`src/rtl/idli_uart_tx_m.sv`:
```
// UART transmitter: captures the low byte of a nibble-serial store word, queues it
// in a small FIFO and sends 8N1 frames. Define IDLI_UART_TX_PARITY_EN for 8E1 frames.
module idli_uart_tx_m #(
    parameter int DEPTH    = 4,
    parameter int BAUD_DIV = 16
) (
    input  logic       i_utx_gck,
    input  logic       i_utx_rst_n,
    input  logic [1:0] i_utx_ctr,
    input  logic       i_utx_wr_en,
    input  logic [3:0] i_utx_slice,
    output logic       o_utx_rdy,
    output logic       o_utx_busy,
    output logic       o_utx_tx
);

    localparam int PW = $clog2(DEPTH);
    localparam int BW = $clog2(BAUD_DIV);
    localparam logic [BW-1:0] BAUD_LAST = BW'(BAUD_DIV - 1);
    localparam logic [PW:0]   FULL      = (PW + 1)'(DEPTH);

`ifdef IDLI_UART_TX_PARITY_EN
    typedef enum logic [2:0] {ST_IDLE, ST_START, ST_DATA, ST_PARITY, ST_STOP} state_t;
`else
    typedef enum logic [1:0] {ST_IDLE, ST_START, ST_DATA, ST_STOP} state_t;
`endif

    state_t          r_state;
    logic [BW-1:0]   r_baud;
    logic [2:0]      r_bit;
    logic [7:0]      r_shift;
    logic            r_tx;
`ifdef IDLI_UART_TX_PARITY_EN
    logic            r_parity;
`endif

    logic            r_pend;
    logic [3:0]      r_nib0;

    logic [7:0]      r_mem [DEPTH];
    logic [PW-1:0]   r_wptr;
    logic [PW-1:0]   r_rptr;
    logic [PW:0]     r_count;

    logic            w_push;
    logic            w_pop;
    logic            w_nonempty;
    logic            w_baud_end;
    logic [7:0]      w_head;

    assign w_nonempty = (r_count != '0);
    assign w_baud_end = (r_baud == BAUD_LAST);
    assign w_head     = r_mem[r_rptr];
    // The byte completes at the ctr==1 edge after an accepted ctr==0 request;
    // the space check was already made at ctr==0 and pops can only free room.
    assign w_push     = r_pend && (i_utx_ctr == 2'd1);
    assign w_pop      = w_nonempty &&
                        ((r_state == ST_IDLE) || ((r_state == ST_STOP) && w_baud_end));

    assign o_utx_rdy  = (r_count < FULL);
    assign o_utx_busy = (r_state != ST_IDLE) || w_nonempty;
    assign o_utx_tx   = r_tx;

    always_ff @(posedge i_utx_gck) begin
        if (!i_utx_rst_n) begin
            r_pend <= 1'b0;
            r_nib0 <= '0;
        end else begin
            r_pend <= (i_utx_ctr == 2'd0) && i_utx_wr_en && o_utx_rdy;
            if ((i_utx_ctr == 2'd0) && i_utx_wr_en) begin
                r_nib0 <= i_utx_slice;
            end
        end
    end

    always_ff @(posedge i_utx_gck) begin
        if (w_push) begin
            r_mem[r_wptr] <= {i_utx_slice, r_nib0};
        end
    end

    always_ff @(posedge i_utx_gck) begin
        if (!i_utx_rst_n) begin
            r_wptr  <= '0;
            r_rptr  <= '0;
            r_count <= '0;
        end else begin
            if (w_push) begin
                r_wptr <= r_wptr + 1'b1;
            end
            if (w_pop) begin
                r_rptr <= r_rptr + 1'b1;
            end
            case ({w_push, w_pop})
                2'b10:   r_count <= r_count + 1'b1;
                2'b01:   r_count <= r_count - 1'b1;
                default: r_count <= r_count;
            endcase
        end
    end

    always_ff @(posedge i_utx_gck) begin
        if (!i_utx_rst_n) begin
            r_state  <= ST_IDLE;
            r_baud   <= '0;
            r_bit    <= '0;
            r_shift  <= '0;
            r_tx     <= 1'b1;
`ifdef IDLI_UART_TX_PARITY_EN
            r_parity <= 1'b0;
`endif
        end else begin
            r_baud <= w_baud_end ? '0 : r_baud + 1'b1;
            case (r_state)
                ST_IDLE: begin
                    r_baud <= '0;
                    r_tx   <= 1'b1;
                    if (w_pop) begin
                        r_state  <= ST_START;
                        r_shift  <= w_head;
                        r_tx     <= 1'b0;
`ifdef IDLI_UART_TX_PARITY_EN
                        r_parity <= ^w_head;
`endif
                    end
                end
                ST_START: begin
                    if (w_baud_end) begin
                        r_state <= ST_DATA;
                        r_bit   <= '0;
                        r_tx    <= r_shift[0];
                    end
                end
                ST_DATA: begin
                    if (w_baud_end) begin
                        if (r_bit == 3'd7) begin
`ifdef IDLI_UART_TX_PARITY_EN
                            r_state <= ST_PARITY;
                            r_tx    <= r_parity;
`else
                            r_state <= ST_STOP;
                            r_tx    <= 1'b1;
`endif
                        end else begin
                            r_bit   <= r_bit + 1'b1;
                            r_shift <= {1'b0, r_shift[7:1]};
                            r_tx    <= r_shift[1];
                        end
                    end
                end
`ifdef IDLI_UART_TX_PARITY_EN
                ST_PARITY: begin
                    if (w_baud_end) begin
                        r_state <= ST_STOP;
                        r_tx    <= 1'b1;
                    end
                end
`endif
                ST_STOP: begin
                    // A queued byte starts immediately so frames run back-to-back.
                    if (w_baud_end) begin
                        if (w_pop) begin
                            r_state  <= ST_START;
                            r_shift  <= w_head;
                            r_tx     <= 1'b0;
`ifdef IDLI_UART_TX_PARITY_EN
                            r_parity <= ^w_head;
`endif
                        end else begin
                            r_state <= ST_IDLE;
                            r_tx    <= 1'b1;
                        end
                    end
                end
                default: begin
                    r_state <= ST_IDLE;
                    r_tx    <= 1'b1;
                end
            endcase
        end
    end

endmodule

```
`config.mk`:
```
export PLATFORM = sky130hd
export DESIGN_NAME = idli_uart_tx_m
export DESIGN_NICKNAME = d
export VERILOG_FILES = /design/src/rtl/idli_uart_tx_m.sv
export SDC_FILE = /design/constraint.sdc
export NUM_CORES = 1
export LEC_CHECK = 0
export CAP_MARGIN = 10
export CORE_MARGIN = 8
export CORE_UTILIZATION = 60
export DETAILED_ROUTE_END_ITERATION = 8
export DONT_BUFFER_PORTS = 1
export HOLD_SLACK_MARGIN = 0.05
export PLACE_DENSITY = 0.85
export SLEW_MARGIN = 20
export SYNTH_ARGS = -nofsm -noshare
export SYNTH_HDL_FRONTEND = slang
export SYNTH_SLANG_ARGS = --single-unit
```
`constraint.sdc`:
```
create_clock -name i_utx_gck -period 2.5 [get_ports i_utx_gck]
set_clock_uncertainty 0.15 [all_clocks]
set_input_delay 0.625 -clock i_utx_gck [delete_from_list [all_inputs] [get_ports i_utx_gck]]
set_output_delay 0.625 -clock i_utx_gck [all_outputs]
set_load 0.05 [all_outputs]
```
==> impl_metrics.toml <==
[clock_network]
post-cts-setup-buffers = 0
clkSinkCount = 64
numCtsBuffers = 9
cts_resized = 0
cts_buffer_depth = 2
clk_pin_slew_worst_paths_ns = 0.08
cts_htree_levels = 3
ctsRootBufferMaster = "clkbuf_8"
cts_tree = "done"
cts_hold_buf = 0
clkLatencyLatePin_ns = 0.35

[floorplan]
start_util_pct = 60.79
row_count = 25
die_h_microns = 84.26
die_area_sq_um = 7099
core_sq_um = 4598
die_w_microns = 84.26
io_pins = 12

[routing]
ant_nets = 0
wl_per_cell_microns = 17.46
wl_microns = 4819
drc = 0
drt_iter0_markers = 153
via_count = 1585
drt_pass1_iterations = 4
viasPerCell = 5.743

[synthesis]
synth_area_sq_um = 2795
synth_area_leader_cell = "edfxtp_1"
synth_edf_count = 32
yosys_warnings = 0
ys_seq_elements = 64
synth-main-ff-cell = "edfxtp_1"
async_reset_ff_share_pct = 0
syn-num-nets = 228
syn_area_per_cell_sq_um = 13.64
synthTopCellsByArea = "edfxtp_1, dfxtp_1, mux4_2"
ys_seq_area_share_pct = 57.30
syn_inst = 205
ys_types = 41
netlist_top_cells_count = "dfxtp_1, edfxtp_1, ha_1, mux2i_1, inv_1"
synth_top_area_share_pct = 34.38

[timing]
worst_slew_pin_slew_ns = 0.5634
fmax_mhz = 419.7
slew_viol_final = 0
min_period_ns = 2.383
hold_viol = 0
post-route-period-util_pct = 95.30
rsz0062_at_grt = "no"
finalSetupViolations = 0
whs_ns = 0.2148
fin_setup_tns_ns = 0
relSlewSlack_pct = 62.28

[worst_setup_path]
crit_start = "r_state[1]$_SDFFE_PN0P_"
critPathKind = "reg -> out"
cp.depth = 3
cp-endpoint = "o_utx_busy"
regToRegSetupSlack_ns = 0.13
slowest_delay_ns = 0.58
cp_data_required_time_ns = 1.73
reg2reg_depth = 10
crit_fanout = 5
start_kind = "flip-flop"
cp-end-kind = "output pin"
crit_family = "simple AND/OR/NAND/NOR gates"
reg2reg_to = "r_count[2]$_SDFFE_PN0P_"
crit_chain = "inv_1 > ha_4 > or4b_4"
r2r_start = "r_state[0]$_SDFFE_PN0P_"
crit_buf_inv = 1
worst_path_max_delay_cell = "or4b_4"
critPathArrivalTime_ns = 1.61

[placement]
gp_congestion = 0.7874
dp_hpwl_microns = 3159
placed_area_sq_um = 2884
portBuffers = 0

[global_route]
grt_use_total_pct = 13.94
grt_pass1_vias = 1606
antenna_found_initial = 0
grt-ovfl-total = 0
grt_pass1_wl_microns = 7652
grt_start_max_net_pins = 25

[pwr]
p_leak_uw = 0.001072
peakVddDrop_v = 0.0005808
p_per_area_nw_per_um2 = 926.4

[cells_and_area]
final_area_sq_um = 3102
nets = 240
fillers = 315
drive_gt1_share_pct = 21.62
seq_area_sq_um = 1603
antennaDiodeCount = 0
multiInputGateArea_sq_um = 1137
fin_util_pct = 67.46
area_delta_synth_final_pct = 10.97

[flow_run]
drv_cap = 0

[run_status]
status = "complete, no violations"

[min_path]
hold_class = "in -> reg"
flip-flops by register name, indices dropped and copies added, names as in the netlist, named ones only:
register	cells
r_bit	3
o_utx_tx	1
r_mem	32
r_nib0	4
r_baud	4
r_shift	8
r_state	2
r_rptr	2
r_pend	1
r_count	3
r_wptr	2
worst register-to-register path: stages (launching register included):
cell and delay (ns):
dfxtp_1 0.38, ha_1 0.19, a41o_2 0.23, nand2_1 0.08, inv_1 0.07, ha_1 0.17
inv_1 0.06, fa_1 0.37, xor2_1 0.16, or3_1 0.29, a21boi_0 0.15
power breakdown:
group / internal, uW / switching, uW
Clock: 468 / 437
Sequential: 1180 / 94.4
Combinational: 297 / 394
Total: 1950 / 925
per-layer routing:
layer | global-route usage (%) | vias up | wire length (microns)
met4 | 7.849 | 0 | 84
met1 | 15.97 | 780 | 2132
met5 | 0 | - | 0
met3 | 5.615 | 8 | 187
met2 | 21.59 | 26 | 2415
li1 | - | 771 | -
cell usage in the layout, fill, tap and decap left out, types with 2 or more instances in the layout:
cell type | synthesis | layout
clkbuf_8 | 0 | 9
o21ai_0 | 7 | 7
mux4_2 | 8 | 8
xor2_1 | 2 | 2
nor2_1 | 8 | 8
o211ai_1 | 2 | 2
nand3_1 | 4 | 4
clkinvlp_4 | 0 | 2
nand2_1 | 8 | 8
clkinv_4 | 0 | 3
and3_2 | 2 | 2
a21oi_1 | 2 | 2
or3_1 | 2 | 2
ha_1 | 13 | 12
dfxtp_1 | 32 | 31
a21boi_0 | 4 | 4
inv_1 | 12 | 11
xnor2_1 | 5 | 5
edfxtp_1 | 32 | 32
nor3_1 | 2 | 2
mux2i_1 | 13 | 13
nor2b_1 | 6 | 6
o2bb2ai_1 | 8 | 8
buf_4 | 1 | 6
or2_2 | 2 | 2
and2_1 | 10 | 10
logic make-up after synthesis:
kind of cell	count (synthesis)	synth area share [%]
flip-flops	64	57.30
AND/OR/NAND/NOR	53	11.46
AO/OA/AOI/OAI	29	8.952
multiplexers	21	11.10
buffers and inverters	17	2.462
adder cells (fa/ha/maj)	14	6.536
XOR/XNOR	7	2.193
layout make-up:
cell class / count / area share [%]
Sequential cell: 64 / 51.67
Tap cell: 54 / 2.178
Inverter: 12 / 1.452
Timing Repair Buffer: 6 / 1.452
Multi-Input combinational cell: 124 / 36.67
Clock inverter: 7 / 2.582
Clock buffer: 9 / 3.994
worst min-delay path by stage:
stage                               from                    end  slack, ns  cells past startpoint
floorplan           r_baud[0]$_SDFF_PP0_   r_baud[0]$_SDFF_PP0_       0.27                      1
global placement    r_baud[0]$_SDFF_PP0_   r_baud[0]$_SDFF_PP0_       0.28                      1
detailed placement  r_baud[0]$_SDFF_PP0_   r_baud[0]$_SDFF_PP0_       0.29                      1
CTS                       i_utx_slice[2]  r_mem[2][6]$_DFFE_PP_       0.21                      0
global route              i_utx_slice[0]  r_mem[1][4]$_DFFE_PP_       0.20                      0
finish                    i_utx_slice[2]  r_mem[2][6]$_DFFE_PP_       0.21                      0
stage by stage:
stage          setup WS, ns  cells  total power (uW)
3_3_place_gp         0.1781    260              1929
5_1_grt            0.001168    276              2989
2_1_floorplan        0.1589    205              1825
4_1_cts             0.02061    276              2851
3_5_place_dp        0.09487    260              1950
6_report             0.1175    276              2874
No activity file was read; power rests on OpenSTA's default activity.
